### src/rtl/csr_pkg.sv
// -----------------------------------------------------------------------------
// csr_pkg
//
// Shared definitions for the machine-mode trap/return sequencer:
//   - CSR addresses of the registers the sequencer touches
//   - mstatus bit positions
//   - sequencer state encoding
//   - mstatus update helpers for trap entry and mret
//
// The mstatus helpers operate on the low MST_LO_W bits only. Every field the
// sequencer modifies lives below bit 13, so callers splice the untouched upper
// bits back on. This keeps the helpers independent of XLEN.
// -----------------------------------------------------------------------------
package csr_pkg;

  // Machine-mode CSR addresses (12-bit CSR address space).
  localparam logic [11:0] CSR_MSTATUS = 12'h300;
  localparam logic [11:0] CSR_MTVEC   = 12'h305;
  localparam logic [11:0] CSR_MEPC    = 12'h341;
  localparam logic [11:0] CSR_MCAUSE  = 12'h342;

  // mstatus bit positions.
  localparam int MST_MIE    = 3;
  localparam int MST_MPIE   = 7;
  localparam int MST_MPP_LO = 11;
  localparam int MST_MPP_HI = 12;

  // Width of the mstatus slice the helpers rewrite (bits 12:0).
  localparam int MST_LO_W = MST_MPP_HI + 1;

  typedef enum logic [2:0] {
    IDLE    = 3'd0,
    T_EPC   = 3'd1,
    T_CAUSE = 3'd2,
    T_MST   = 3'd3,
    M_EPC   = 3'd4,
    M_MST   = 3'd5,
    DONE    = 3'd6
  } seq_state_t;

  // Trap entry: MPIE <= MIE, MIE <= 0, MPP <= M-mode, all else kept.
  function automatic logic [MST_LO_W-1:0] trap_mstatus_lo(
    input logic [MST_LO_W-1:0] mst
  );
    logic [MST_LO_W-1:0] res;
    res                        = mst;
    res[MST_MPIE]              = mst[MST_MIE];
    res[MST_MIE]               = 1'b0;
    res[MST_MPP_HI:MST_MPP_LO] = 2'b11;
    return res;
  endfunction

  // mret: MIE <= MPIE, MPIE <= 1, MPP <= M-mode, all else kept.
  function automatic logic [MST_LO_W-1:0] mret_mstatus_lo(
    input logic [MST_LO_W-1:0] mst
  );
    logic [MST_LO_W-1:0] res;
    res                        = mst;
    res[MST_MIE]               = mst[MST_MPIE];
    res[MST_MPIE]              = 1'b1;
    res[MST_MPP_HI:MST_MPP_LO] = 2'b11;
    return res;
  endfunction

endpackage : csr_pkg

### src/rtl/csr_trap_seq.sv
// -----------------------------------------------------------------------------
// csr_trap_seq
//
// Trap/return sequencer in front of the machine-mode CSR file. It owns the
// CSR file's single read port and single write port.
//
// In IDLE the core's CSR-instruction traffic passes straight through. A trap
// request saves mepc, mcause and mstatus over three cycles, fetches mtvec and
// issues a PC redirect. An mret request restores mstatus and redirects to mepc.
// While a sequence runs, busy stalls the core: its writes are dropped and its
// read data reads as zero.
//
// Parameters:
//   XLEN  data / PC width
//   AW    CSR address width
//
// Ports:
//   clk, reset                 clock, asynchronous active-low reset
//   trap_req/_cause/_pc        trap request pulse, mcause value, faulting PC
//   mret_req                   mret request pulse
//   busy                       sequence in progress
//   trap_ack                   one-cycle pulse, trap sequence complete
//   redirect_valid/_pc         one-cycle redirect pulse and target PC
//   core_csr_*, core_*_addr,
//   core_wr_dat, core_rd_dat   core-side CSR port
//   csr_rd/_wr, csr_*_addr,
//   csr_wr_dat, csr_rd_dat     CSR-file port (combinational read)
//
// Build option:
//   CSR_VECTORED_EN  when defined, interrupts taken with mtvec[1:0]==2'b01 jump
//                    to base + 4*cause; otherwise every trap uses the base.
// -----------------------------------------------------------------------------
module csr_trap_seq
  import csr_pkg::*;
#(
  parameter int XLEN = 32,
  parameter int AW   = 12
) (
  input  logic            clk,
  input  logic            reset,

  input  logic            trap_req,
  input  logic [XLEN-1:0] trap_cause,
  input  logic [XLEN-1:0] trap_pc,
  input  logic            mret_req,

  output logic            busy,
  output logic            trap_ack,
  output logic            redirect_valid,
  output logic [XLEN-1:0] redirect_pc,

  input  logic            core_csr_rd,
  input  logic            core_csr_wr,
  input  logic [AW-1:0]   core_rd_addr,
  input  logic [AW-1:0]   core_wr_addr,
  input  logic [XLEN-1:0] core_wr_dat,
  output logic [XLEN-1:0] core_rd_dat,

  output logic            csr_rd,
  output logic            csr_wr,
  output logic [AW-1:0]   csr_rd_addr,
  output logic [AW-1:0]   csr_wr_addr,
  output logic [XLEN-1:0] csr_wr_dat,
  input  logic [XLEN-1:0] csr_rd_dat
);

  localparam logic [AW-1:0] A_MSTATUS = AW'(CSR_MSTATUS);
  localparam logic [AW-1:0] A_MTVEC   = AW'(CSR_MTVEC);
  localparam logic [AW-1:0] A_MEPC    = AW'(CSR_MEPC);
  localparam logic [AW-1:0] A_MCAUSE  = AW'(CSR_MCAUSE);

  seq_state_t      state_q, state_d;
  logic            is_trap_q, is_trap_d;
  logic [XLEN-1:0] cause_q, cause_d;
  logic [XLEN-1:0] pc_q, pc_d;
  logic [XLEN-1:0] mst_q, mst_d;
  logic [XLEN-1:0] tvec_q, tvec_d;
  logic [XLEN-1:0] epc_q, epc_d;
  logic [XLEN-1:0] redir_q, redir_d;

  logic [XLEN-1:0] trap_mst_wr;
  logic [XLEN-1:0] mret_mst_wr;
  logic [XLEN-1:0] tvec_capture;
  logic [XLEN-1:0] trap_target;

  // New mstatus values: only the low bits change, the rest are carried over.
  assign trap_mst_wr = {mst_q[XLEN-1:MST_LO_W],
                        trap_mstatus_lo(mst_q[MST_LO_W-1:0])};
  // During M_MST the read and write of mstatus happen in the same cycle, so the
  // restored value is built straight from the combinational read data.
  assign mret_mst_wr = {csr_rd_dat[XLEN-1:MST_LO_W],
                        mret_mstatus_lo(csr_rd_dat[MST_LO_W-1:0])};

`ifdef CSR_VECTORED_EN
  logic [XLEN-1:0] tvec_base;

  assign tvec_capture = csr_rd_dat;
  assign tvec_base    = {tvec_q[XLEN-1:2], 2'b00};

  // Vectored mode applies to interrupts only; exceptions go to the base.
  always_comb begin
    trap_target = tvec_base;
    if (tvec_q[1:0] == 2'b01 && cause_q[XLEN-1]) begin
      trap_target = tvec_base + {cause_q[XLEN-3:0], 2'b00};
    end
  end
`else
  // Direct mode only: the mode bits are cleared on capture so the stored
  // value is already the aligned target.
  assign tvec_capture = {csr_rd_dat[XLEN-1:2], 2'b00};
  assign trap_target  = tvec_q;
`endif

  // ---------------------------------------------------------------------------
  // Next-state and output logic
  // ---------------------------------------------------------------------------
  always_comb begin
    // NOTE: every signal driven here gets a default first so no path through
    // the case statement can leave one unassigned and infer a latch.
    state_d        = state_q;
    is_trap_d      = is_trap_q;
    cause_d        = cause_q;
    pc_d           = pc_q;
    mst_d          = mst_q;
    tvec_d         = tvec_q;
    epc_d          = epc_q;
    redir_d        = redir_q;

    busy           = 1'b1;
    trap_ack       = 1'b0;
    redirect_valid = 1'b0;
    redirect_pc    = redir_q;
    core_rd_dat    = '0;

    csr_rd         = 1'b0;
    csr_wr         = 1'b0;
    csr_rd_addr    = '0;
    csr_wr_addr    = '0;
    csr_wr_dat     = '0;

    unique case (state_q)
      IDLE: begin
        busy        = 1'b0;
        csr_rd      = core_csr_rd;
        csr_wr      = core_csr_wr;
        csr_rd_addr = core_rd_addr;
        csr_wr_addr = core_wr_addr;
        csr_wr_dat  = core_wr_dat;
        core_rd_dat = csr_rd_dat;

        // The instruction that raised the request must not commit its write;
        // its read still completes.
        if (trap_req) begin
          csr_wr    = 1'b0;
          is_trap_d = 1'b1;
          cause_d   = trap_cause;
          pc_d      = {trap_pc[XLEN-1:2], 2'b00};
          state_d   = T_EPC;
        end else if (mret_req) begin
          csr_wr    = 1'b0;
          is_trap_d = 1'b0;
          state_d   = M_EPC;
        end
      end

      T_EPC: begin
        csr_wr      = 1'b1;
        csr_wr_addr = A_MEPC;
        csr_wr_dat  = pc_q;
        csr_rd      = 1'b1;
        csr_rd_addr = A_MSTATUS;
        mst_d       = csr_rd_dat;
        state_d     = T_CAUSE;
      end

      T_CAUSE: begin
        csr_wr      = 1'b1;
        csr_wr_addr = A_MCAUSE;
        csr_wr_dat  = cause_q;
        csr_rd      = 1'b1;
        csr_rd_addr = A_MTVEC;
        tvec_d      = tvec_capture;
        state_d     = T_MST;
      end

      T_MST: begin
        csr_wr      = 1'b1;
        csr_wr_addr = A_MSTATUS;
        csr_wr_dat  = trap_mst_wr;
        state_d     = DONE;
      end

      M_EPC: begin
        csr_rd      = 1'b1;
        csr_rd_addr = A_MEPC;
        epc_d       = csr_rd_dat;
        state_d     = M_MST;
      end

      M_MST: begin
        csr_rd      = 1'b1;
        csr_rd_addr = A_MSTATUS;
        csr_wr      = 1'b1;
        csr_wr_addr = A_MSTATUS;
        csr_wr_dat  = mret_mst_wr;
        state_d     = DONE;
      end

      DONE: begin
        redirect_valid = 1'b1;
        trap_ack       = is_trap_q;
        redirect_pc    = is_trap_q ? trap_target : epc_q;
        redir_d        = redirect_pc;
        state_d        = IDLE;
      end

      default: begin
        state_d = IDLE;
      end
    endcase
  end

  // ---------------------------------------------------------------------------
  // State registers
  // ---------------------------------------------------------------------------
  always_ff @(posedge clk or negedge reset) begin
    if (!reset) begin
      state_q   <= IDLE;
      is_trap_q <= 1'b0;
      cause_q   <= '0;
      pc_q      <= '0;
      mst_q     <= '0;
      tvec_q    <= '0;
      epc_q     <= '0;
      redir_q   <= '0;
    end else begin
      // NOTE: non-blocking assignments so every register samples the values
      // computed before this edge, independent of statement order.
      state_q   <= state_d;
      is_trap_q <= is_trap_d;
      cause_q   <= cause_d;
      pc_q      <= pc_d;
      mst_q     <= mst_d;
      tvec_q    <= tvec_d;
      epc_q     <= epc_d;
      redir_q   <= redir_d;
    end
  end

  // A new request while a sequence is running would be silently dropped.
  a_no_req_while_busy : assert property (
    @(posedge clk) disable iff (!reset) busy |-> !(trap_req || mret_req)
  );

endmodule : csr_trap_seq

### config.mk
export PLATFORM = sky130hd
export DESIGN_NAME = csr_trap_seq
export DESIGN_NICKNAME = d
export VERILOG_FILES = /design/src/rtl/csr_pkg.sv /design/src/rtl/csr_trap_seq.sv
export SDC_FILE = /design/constraint.sdc
export NUM_CORES = 1
export LEC_CHECK = 0
export ABC_AREA = 1
export ABC_CLOCK_PERIOD_IN_PS = 3100
export CAP_MARGIN = 20
export CELL_PAD_IN_SITES_DETAIL_PLACEMENT = 0
export CELL_PAD_IN_SITES_GLOBAL_PLACEMENT = 1
export CORE_MARGIN = 2
export CORE_UTILIZATION = 36
export CTS_BUF_LIST = sky130_fd_sc_hd__clkbuf_16
export DETAILED_ROUTE_END_ITERATION = 10
export HOLD_SLACK_MARGIN = 0.1
export PLACE_DENSITY = 0.95
export RECOVER_POWER = 25
export SYNTH_ARGS = -nofsm -noshare
export SYNTH_HDL_FRONTEND = slang
export SYNTH_SLANG_ARGS = --single-unit
### constraint.sdc
create_clock -name clk -period 3.1 [get_ports clk]
set_input_delay 0.93 -clock clk [delete_from_list [all_inputs] [get_ports clk]]
set_output_delay 0.93 -clock clk [all_outputs]
set_load 0.03 [all_outputs]
==> flow_metrics.env <==
export IMPL_final_hold_violation_count=0
export IMPL_max_vdd_ir_drop_mv=0.597
export IMPL_area_growth_pct=43.9
export IMPL_setup_viol=0
export IMPL_diodes=0
export IMPL_netlist_area_um2=9350
export IMPL_h_tree_depth=4
export IMPL_place_inst=1844
export IMPL_fill_cells=2474
export IMPL_leakage_uw=0.00708
export IMPL_avgSynthCellArea_um2=7.29
export IMPL_worstPathMaxFanout=32
export IMPL_min_path_type="reg2reg"
export IMPL_p_int_uw=8220
export IMPL_rsz0062_at_grt="true"
export IMPL_postSynth_asyncResetShare=1.00
export IMPL_critPathRequiredTime_ns=2.17
export IMPL_drive_gt1_frac=0.141
export IMPL_synth_cell_types=22
export IMPL_worstMarginPinSlew_ns=1.31
export IMPL_drc=0
export IMPL_ctsRootBufferMaster="clkbuf_16"
export IMPL_syn_inst=1283
export IMPL_vias=9172
export IMPL_synth_ff_type="dfrtp_1"
export IMPL_seq_power_share=0.270
export IMPL_fp_row_count=58
export IMPL_grt_max_degree=66
export IMPL_drt_pass1_iter_count=5
export IMPL_fin_crit_ns=3.01
export IMPL_holdBufCountCts=0
export IMPL_worst_endpoint_arrival_ns=2.08
export IMPL_skew_ns=0.0132
export IMPL_report_final_slew_viol_count=0
export IMPL_fmax_mhz=332
export IMPL_max_clock_path_buffers=2
export IMPL_path_class="reg2out"
export IMPL_synth_top_area_cell="dfrtp_1"
export IMPL_antenna_found_initial=1
export IMPL_yosys_top_cells_count="576 x nand2_1, 189 x dfrtp_1, 109 x nand3_1, 90 x nor2_1, 78 x inv_1"
export IMPL_synth_nets=1441
export IMPL_finalNetCount=1703
export IMPL_cts_tree="done"
export IMPL_core_um2=25300
export IMPL_synth_area_leaders="dfrtp_1 51%, nand2_1 23%, nand3_1 5.8%, o21ai_0 4.1%, nor2_1 3.6%"
export IMPL_die_h_um=165
export IMPL_cts_buffers=17
export IMPL_groute_usage_overall=0.228
export IMPL_wl_per_cell_um=16.3
export IMPL_gp_congestion=0.866
export IMPL_stdcell_count=1888
export IMPL_cts_num_sinks=189
export IMPL_worstSetupStartpointType="flop"
export IMPL_fin_crit_sh=0.971
export IMPL_switching_share=0.473
export IMPL_start_util=0.369
export IMPL_clkTransAtPathRegs_ns=0.07
export IMPL_pwr_share_clk=0.143
export IMPL_drt_wl_total_mm=30.9
export IMPL_drt_vias_per_instance=4.86
export IMPL_fin_util=0.531
export IMPL_drt_iter0_drc=625
export IMPL_synth_most_common_cell="nand2_1"
export IMPL_ios=283
export IMPL_clk_latency_ns=0.44
export IMPL_globalRoute_totalOverflow=0
export IMPL_grt_pass1_wl_mm=47.4
export IMPL_synth_seq_cells=189
export IMPL_max_slew_margin=0.125
export IMPL_die_w_um=165
export IMPL_cap_violations=0
export IMPL_ant_nets=0
export IMPL_ys_warn_count=0
export IMPL_place_hpwl_mm=21.8
export IMPL_yosysSeqAreaShare=0.506
export IMPL_fp_dieArea_um2=27300
export IMPL_numPortBuffers=280
export IMPL_cellPowerDensity_nw_per_um2=1160
export IMPL_grt_pass1_vias=8628
export IMPL_netSwitchingPower_uw=7380
export IMPL_synth_top_cell_area_share=0.506
export IMPL_status="finished, final reports clean"
export IMPL_critPathCaptureType="primary output"
export IMPL_synth_edff_count=0
export IMPL_power_frac_comb=0.587
## cell families (layout without fill, tap and decap cells)
| logic type | count (synthesis) | in the layout | share of synthesized area |
|---|---|---|---|
| simple gates | 829 | 829 | 0.365 |
| compound gates | 94 | 94 | 0.0507 |
| flops | 189 | 189 | 0.506 |
| buf+inv | 171 | 446 | 0.0786 |
## per-stage QoR
stage / setup WS [ns] / hold slack, ns / cell area, µm² / TNS, ns / total power, µW
6_report: 0.0903 / 0.472 / 13500 / 0 / 15600
5_1_grt: -0.00698 / 0.489 / 13500 / -0.0158 / 16700
4_1_cts: -0.0635 / 0.448 / 13300 / -0.104 / 15500
3_5_place_dp: 0.160 / 0.458 / 12600 / 0 / 13000
3_3_place_gp: 0.158 / 0.454 / 12600 / 0 / 12900
2_1_floorplan: 0.550 / 0.442 / 9350 / 0 / 9430
## sequential cells by signal, indices dropped and copies added (netlist names)
register	flops
pc_q	30
epc_q	32
trap_target	30
is_trap_q	1
mst_q	29
redir_q	32
cause_q	32
state_q	3
## power groups by stage
stage / Combinational, µW / Clock (µW) / Sequential [µW]
after floorplan: 5350 / 0 / 4090
after global placement: 8710 / 0 / 4190
after detailed placement: 8820 / 0 / 4230
after CTS: 9020 / 2270 / 4200
after global routing: 10000 / 2390 / 4350
final: 9160 / 2230 / 4210
## placed cells by master (no fill, tap or decap), types with 3 or more instances in the layout
master and count:
clkdlybuf4s50_1 154, clkbuf_16 19, o21ai_1 13, nand2_1 574, nor2_1 89, nand3_1 107
clkinvlp_4 6, inv_8 6, buf_4 115, dlygate4sd2_1 8, buf_12 38, nand2_2 3
buf_6 4, dfrtp_1 188, nand4_1 46, a21oi_1 3, inv_1 76, inv_4 3
o21ai_0 77
## metal layers
metal  part of all wire  track usage  vias to the layer above  wire length [µm]
li1                   -            -                     4550                 -
met1               0.45        0.318                     4274             13900
met2               0.47        0.363                      315             14500
met3              0.067       0.0495                       31              2060
met4              0.014       0.0526                        2               421
met5            0.00042            0                        -                13
## worst paths after layout
kind / startpoint / endpoint / slack [ns] / cells after the start
hold / removal: redir_q[9] / redir_q[9] / 0.47 / 2
hold reg to reg: redir_q[9] / redir_q[9] / 0.47 / 2
min in group asynchronous: reset / redir_q[4] / 0.79 / 1
setup reg to reg: state_q[1] / state_q[2] / 0.97 / 8
setup / recovery: state_q[1] / csr_wr_dat[0] / 0.09 / 10
max in group asynchronous: reset / state_q[0] / 0.51 / 2
## final cells by class
class | count | area (µm²) | area share
clock buffer | 17 | 425 | 0.0316
clock inverter | 15 | 173 | 0.0128
inverter | 84 | 335 | 0.0249
multi-input combinational | 923 | 3930 | 0.292
sequential | 189 | 4730 | 0.352
tap | 330 | 413 | 0.0307
timing repair buffer | 330 | 3440 | 0.256
## critical path, cell delays in order, from the launching register on
cell     delay (ns)
dfrtp_1        0.42
buf_12         0.20
nor2_8         0.17
nand2_8        0.14
inv_6          0.12
buf_12         0.16
nand2_1        0.07
nand2_1        0.06
inv_1          0.05
nand2_1        0.12
buf_12         0.13
## repair_timing
| action | in CTS | in global routing |
|---|---|---|
| pin swaps | 2 | 1 |
| cloned | 1 | 2 |
| setup buffers | 6 | 3 |
| resized for setup | 26 | 14 |
| setup endpoints to repair | 94 | 33 |
Note: power is estimated with default switching activity, not from simulation.
